## config.mk

```make
export PLATFORM = sky130hd
export DESIGN_NAME = sync_fifo_param
export DESIGN_NICKNAME = d
export VERILOG_FILES = /design/src/rtl/sync_fifo_param.sv
export SDC_FILE = /design/constraint.sdc
export NUM_CORES = 1
export LEC_CHECK = 0
export ABC_AREA = 1
export CAP_MARGIN = 5
export CELL_PAD_IN_SITES_DETAIL_PLACEMENT = 0
export CELL_PAD_IN_SITES_GLOBAL_PLACEMENT = 1
export CORE_MARGIN = 2
export CORE_UTILIZATION = 49
export CTS_CLUSTER_SIZE = 12
export DETAILED_ROUTE_END_ITERATION = 12
export PLACE_DENSITY = 0.78
export RECOVER_POWER = 100
export SYNTH_ARGS = -nofsm -noshare
export SYNTH_HDL_FRONTEND = slang
export SYNTH_SLANG_ARGS = --single-unit
export TNS_END_PERCENT = 1
```

## constraint.sdc

```tcl
create_clock -name clk -period 4.2 [get_ports clk]
set_input_delay 0.63 -clock clk [delete_from_list [all_inputs] [get_ports clk]]
set_output_delay 0.63 -clock clk [all_outputs]
set_load 0.1 [all_outputs]
```

## src/rtl/sync_fifo_param.sv

```systemverilog
`default_nettype none
// +----------------------------------------------------------------------------+
// | Module      : sync_fifo_param                                              |
// | Description : Parametrised single-clock FIFO with registered read port,    |
// |               fill level, almost flags and sticky overflow/underflow.      |
// | Revision    : 1.0 - initial release                                        |
// +----------------------------------------------------------------------------+

module sync_fifo_param #(
  parameter int DATA_W    = 32,
  parameter int ADDR_W    = 4,
  parameter int AFULL_TH  = (1 << ADDR_W) - 2,
  parameter int AEMPTY_TH = 2
) (
  input  logic              clk,
  input  logic              rst_n,
  input  logic              write_enable,
  input  logic [DATA_W-1:0] write_data,
  input  logic              read_req,
  input  logic              clear_err,
  output logic [DATA_W-1:0] read_data,
  output logic              rdata_valid,
  output logic              fifo_empty,
  output logic              fifo_full,
  output logic              almost_full,
  output logic              almost_empty,
  output logic [ADDR_W:0]   level,
  output logic              overflow,
  output logic              underflow
);

  localparam int              DEPTH       = 1 << ADDR_W;
  localparam logic [ADDR_W:0] C_DEPTH     = (ADDR_W+1)'(DEPTH);
  localparam logic [31:0]     C_AFULL_TH  = 32'(AFULL_TH);
  localparam logic [31:0]     C_AEMPTY_TH = 32'(AEMPTY_TH);

  logic [DATA_W-1:0] mem_q [DEPTH];

  logic [ADDR_W:0]   wr_ptr_q, wr_ptr_d;
  logic [ADDR_W:0]   rd_ptr_q, rd_ptr_d;
  logic [DATA_W-1:0] read_data_q, read_data_d;
  logic              rdata_valid_q, rdata_valid_d;
  logic              overflow_q, overflow_d;
  logic              underflow_q, underflow_d;

  logic              w_rd_en;
  logic              w_wr_en;
  logic [ADDR_W:0]   w_level;
  logic [31:0]       w_level32;

  // Extra wrap bit keeps full (level == DEPTH) distinct from empty (level == 0).
  assign w_level   = wr_ptr_q - rd_ptr_q;
  assign w_level32 = 32'(w_level);

  assign fifo_empty   = (w_level == '0);
  assign fifo_full    = (w_level == C_DEPTH);
  assign almost_full  = (w_level32 >= C_AFULL_TH);
  assign almost_empty = (w_level32 <= C_AEMPTY_TH);
  assign level        = w_level;

  // A write into a full FIFO is only safe when a read frees a slot this cycle.
  assign w_rd_en = read_req & ~fifo_empty;
  assign w_wr_en = write_enable & (~fifo_full | w_rd_en);

  always_comb begin
    wr_ptr_d      = wr_ptr_q;
    rd_ptr_d      = rd_ptr_q;
    read_data_d   = read_data_q;
    rdata_valid_d = w_rd_en;
    if (w_wr_en) begin
      wr_ptr_d = wr_ptr_q + 1'b1;
    end
    if (w_rd_en) begin
      rd_ptr_d    = rd_ptr_q + 1'b1;
      read_data_d = mem_q[rd_ptr_q[ADDR_W-1:0]];
    end
    // New errors take priority over a simultaneous clear.
    overflow_d  = (overflow_q  & ~clear_err) | (write_enable & ~w_wr_en);
    underflow_d = (underflow_q & ~clear_err) | (read_req     & ~w_rd_en);
  end

  always_ff @(posedge clk or negedge rst_n) begin
    if (!rst_n) begin
      wr_ptr_q      <= '0;
      rd_ptr_q      <= '0;
      read_data_q   <= '0;
      rdata_valid_q <= 1'b0;
      overflow_q    <= 1'b0;
      underflow_q   <= 1'b0;
    end else begin
      wr_ptr_q      <= wr_ptr_d;
      rd_ptr_q      <= rd_ptr_d;
      read_data_q   <= read_data_d;
      rdata_valid_q <= rdata_valid_d;
      overflow_q    <= overflow_d;
      underflow_q   <= underflow_d;
    end
  end

  always_ff @(posedge clk) begin
    if (w_wr_en) begin
      mem_q[wr_ptr_q[ADDR_W-1:0]] <= write_data;
    end
  end

  assign read_data   = read_data_q;
  assign rdata_valid = rdata_valid_q;
  assign overflow    = overflow_q;
  assign underflow   = underflow_q;

endmodule

`default_nettype wire

```

==> flow_summary.ini <==
[outcome]
status = finished with violations
violations = max-capacitance violations, max-slew violations

[layout]
multi_input_area_sq_um = 5460
final_area_sq_um = 25800
fillers = 3869
num_antenna_cells = 0
drive_gt1_frac = 0.0670
regArea_sq_um = 16500
area_growth_pct = 13.8
nets = 2107

[sta]
totalNegativeSetupSlack_ns = 0
clock.fmax_mhz = 270
layout_worst_path_cycle_share = 0.881
maxSlewViolCount = 48
relSlewSlack = -0.458
tightest_slew_ns = 2.19
final.setup.worst_slack_ns = 0.502
finalHoldViolations = 0
hold_ws_ns = 0.462
rsz0062_at_grt = no
finalSetupViolations = 0
clock_skew_ns = 0.0150
finalCriticalPeriod_ns = 3.70

[routing]
routed_wl_mm = 60.1
detail-route-antenna-nets = 0
drt_iter0_markers = 1667
wl_per_cell_microns = 22.3
via_per_inst = 5.49
firstDrtPassIters = 7
vias = 14800
drc = 0

[critical_path]
end_kind = output port
worstPathCellList = inv_1, ha_1, fa_1, nand3b_1, nand3_1, nand2_1, nor4_1, buf_12
worstPathRequired_ns = 3.57
crit_slowest_cell = nor4_1
crit_arrival_ns = 3.07
r2r_end = mem_q[9][30]
max_stage_delay_ns = 0.58
crit_type = reg2out
regToRegSetupSlack_ns = 0.54
rr_worst_depth = 13
rr_startpoint = wr_ptr_q[0]
crit_fanout = 5
startpoint_type = flop

[run]
drv_cap = 2

[place]
dpl_cell_area_sq_um = 24200
io_buffers = 80
post-place-ws_ns = 0.969
gp_congestion = 0.793
hpwl_mm = 34.3

[synthesis]
synth_cells = 1991
yosysMostFrequentCell = nor2_1
avgSynthCellArea_sq_um = 11.4
ys_top_cells_by_area = edfxtp_1, nor2_1, nand2_1
yosysSeqAreaShare = 0.729
synth_top_area_frac = 0.679
synth_top_cell_by_area = edfxtp_1
synthArstFlopShare = 0.0808
synthFlopType = edfxtp_1
synth_nets = 2038
synth.top_cells.by_count = nor2_1, edfxtp_1, nand2_1
ys_types = 29
ys_ff_latch = 557
synth_edf_count = 512
syn-cell-area_sq_um = 22600
yosysWarnings = 0

[global_routing]
track_usage = 0.256
grt_max_degree = 208
grt_pass1_vias = 14700
grt_pass1_wl_mm = 90.8
busiest_layer = met2
overflow = 0
grt_use_met1 = 0.358
met2_usage = 0.413
grt.met3_usage = 0.0355
antenna_found_initial = 0

[clock_tree]
cts_hold_buf = 0
cts_resized = 0
cts_root_buf = clkbuf_16
cts.sinks = 557
tritoncts = built
post_cts_buffers = 0
clkSlewWorstSetupHoldPaths_ns = 0.06
numCtsBuffers = 57
clkLatencyLatePin_ns = 0.62
ctsLongestPathBuffers = 3
htree_num_levels = 2

[power_and_ir_drop]
power-per-cell-area_nw_per_um2 = 786
power.total_w = 0.0202
leakage_nw = 9.41
ir_drop_mv = 1.43

[floorplan]
coreArea_sq_um = 45500
die-height_microns = 219
fp.dieW_microns = 219
start_util = 0.498
die-area_sq_um = 47900
num_io_pins = 81
row_count = 78

[min_path]
min_from = read_data[22]
hold_end = read_data[22]
hold_path_class = reg2reg
hold_path_depth = 2
layer usage:
layer / vias up / wire length (microns)
li1: 6915 / -
met1: 7307 / 26200
met2: 512 / 28700
met3: 106 / 3570
met4: 0 / 1750
met5: - / 0
layout by cell type, fill, tap and decap left out, types with 2 or more instances in the layout:
master / synthesis / routed
clkbuf_16: 0 / 57
inv_1: 49 / 47
edfxtp_1: 512 / 512
nand2_1: 340 / 341
xor2_1: 5 / 5
buf_12: 0 / 6
clkbuf_8: 0 / 5
clkinv_1: 1 / 7
xnor2_1: 3 / 3
clkinv_2: 0 / 7
bufinv_16: 0 / 2
nor2_4: 1 / 8
a21oi_1: 2 / 2
o21ai_1: 30 / 30
clkbuf_1: 48 / 27
o21ai_0: 228 / 227
dlygate4sd3_1: 0 / 67
nand3_1: 107 / 107
ha_1: 9 / 9
clkinv_8: 0 / 2
clkdlybuf4s50_1: 0 / 3
dfrtp_4: 0 / 2
dfrtp_1: 45 / 42
buf_4: 1 / 19
nor2_1: 534 / 528
clkbuf_2: 0 / 22
worst max-delay path by stage:
stage	startpoint	endpoint	slack, ns	cells past startpoint
after CTS	wr_ptr_q[0]	fifo_full	0.66	10
after global placement	wr_ptr_q[0]	mem_q[15][4]	1.0	13
after detailed placement	wr_ptr_q[0]	mem_q[13][3]	0.97	13
after global routing	wr_ptr_q[0]	almost_empty	0.26	8
final	wr_ptr_q[0]	almost_empty	0.50	8
after floorplan	rd_ptr_q[2]	mem_q[10][0]	-0.44	10
kinds of logic (layout without fill, tap and decap cells):
family	count (synthesis)	after routing	synth area share
AO/OA/AOI/OAI	261	261	0.0577
XOR/XNOR	9	9	0.00381
adder cells (fa/ha/maj)	10	10	0.00586
buffers and inverters	164	276	0.0321
flip-flops	557	557	0.729
AND/OR/NAND/NOR	990	990	0.172
area by class of cell:
class	count	share of cell area
multi-input cells	1270	0.212
flip-flops and latches	557	0.641
well taps	600	0.0291
clock buffers	85	0.0614
repair buffers	122	0.0425
inverters	52	0.00797
clock inverters	17	0.00602
critical path, delay by kind of cell (launching register included):
kind	cells	cell delay, ns
AND/OR/NAND/NOR	4	1.00
buffers and inverters	2	0.37
flip-flops	1	0.42
adder cells (fa/ha/maj)	2	0.67
power by group:
| part | switching, W | leakage (nW) | internal (W) |
|---|---|---|---|
| combinational | 0.00636 | 3.39 | 0.00203 |
| sequential | 0.000304 | 5.18 | 0.00674 |
| clock | 0.00209 | 0.847 | 0.00271 |
| total | 0.00876 | 9.41 | 0.0115 |
flip-flops by register name, summed over array words and instances (netlist names):
| register | flops |
|---|---|
| underflow | 1 |
| overflow | 1 |
| rdata_valid | 1 |
| rd_ptr_q | 5 |
| mem_q | 512 |
| wr_ptr_q | 5 |
| read_data | 32 |
through the flow:
stage                      util  std cells
after global routing      0.566       2703
after detailed placement  0.533       2601
final                     0.566       2703
after CTS                 0.571       2703
after floorplan               -       1991
after global placement    0.533       2601
Note: power is estimated with default switching activity, not from simulation.
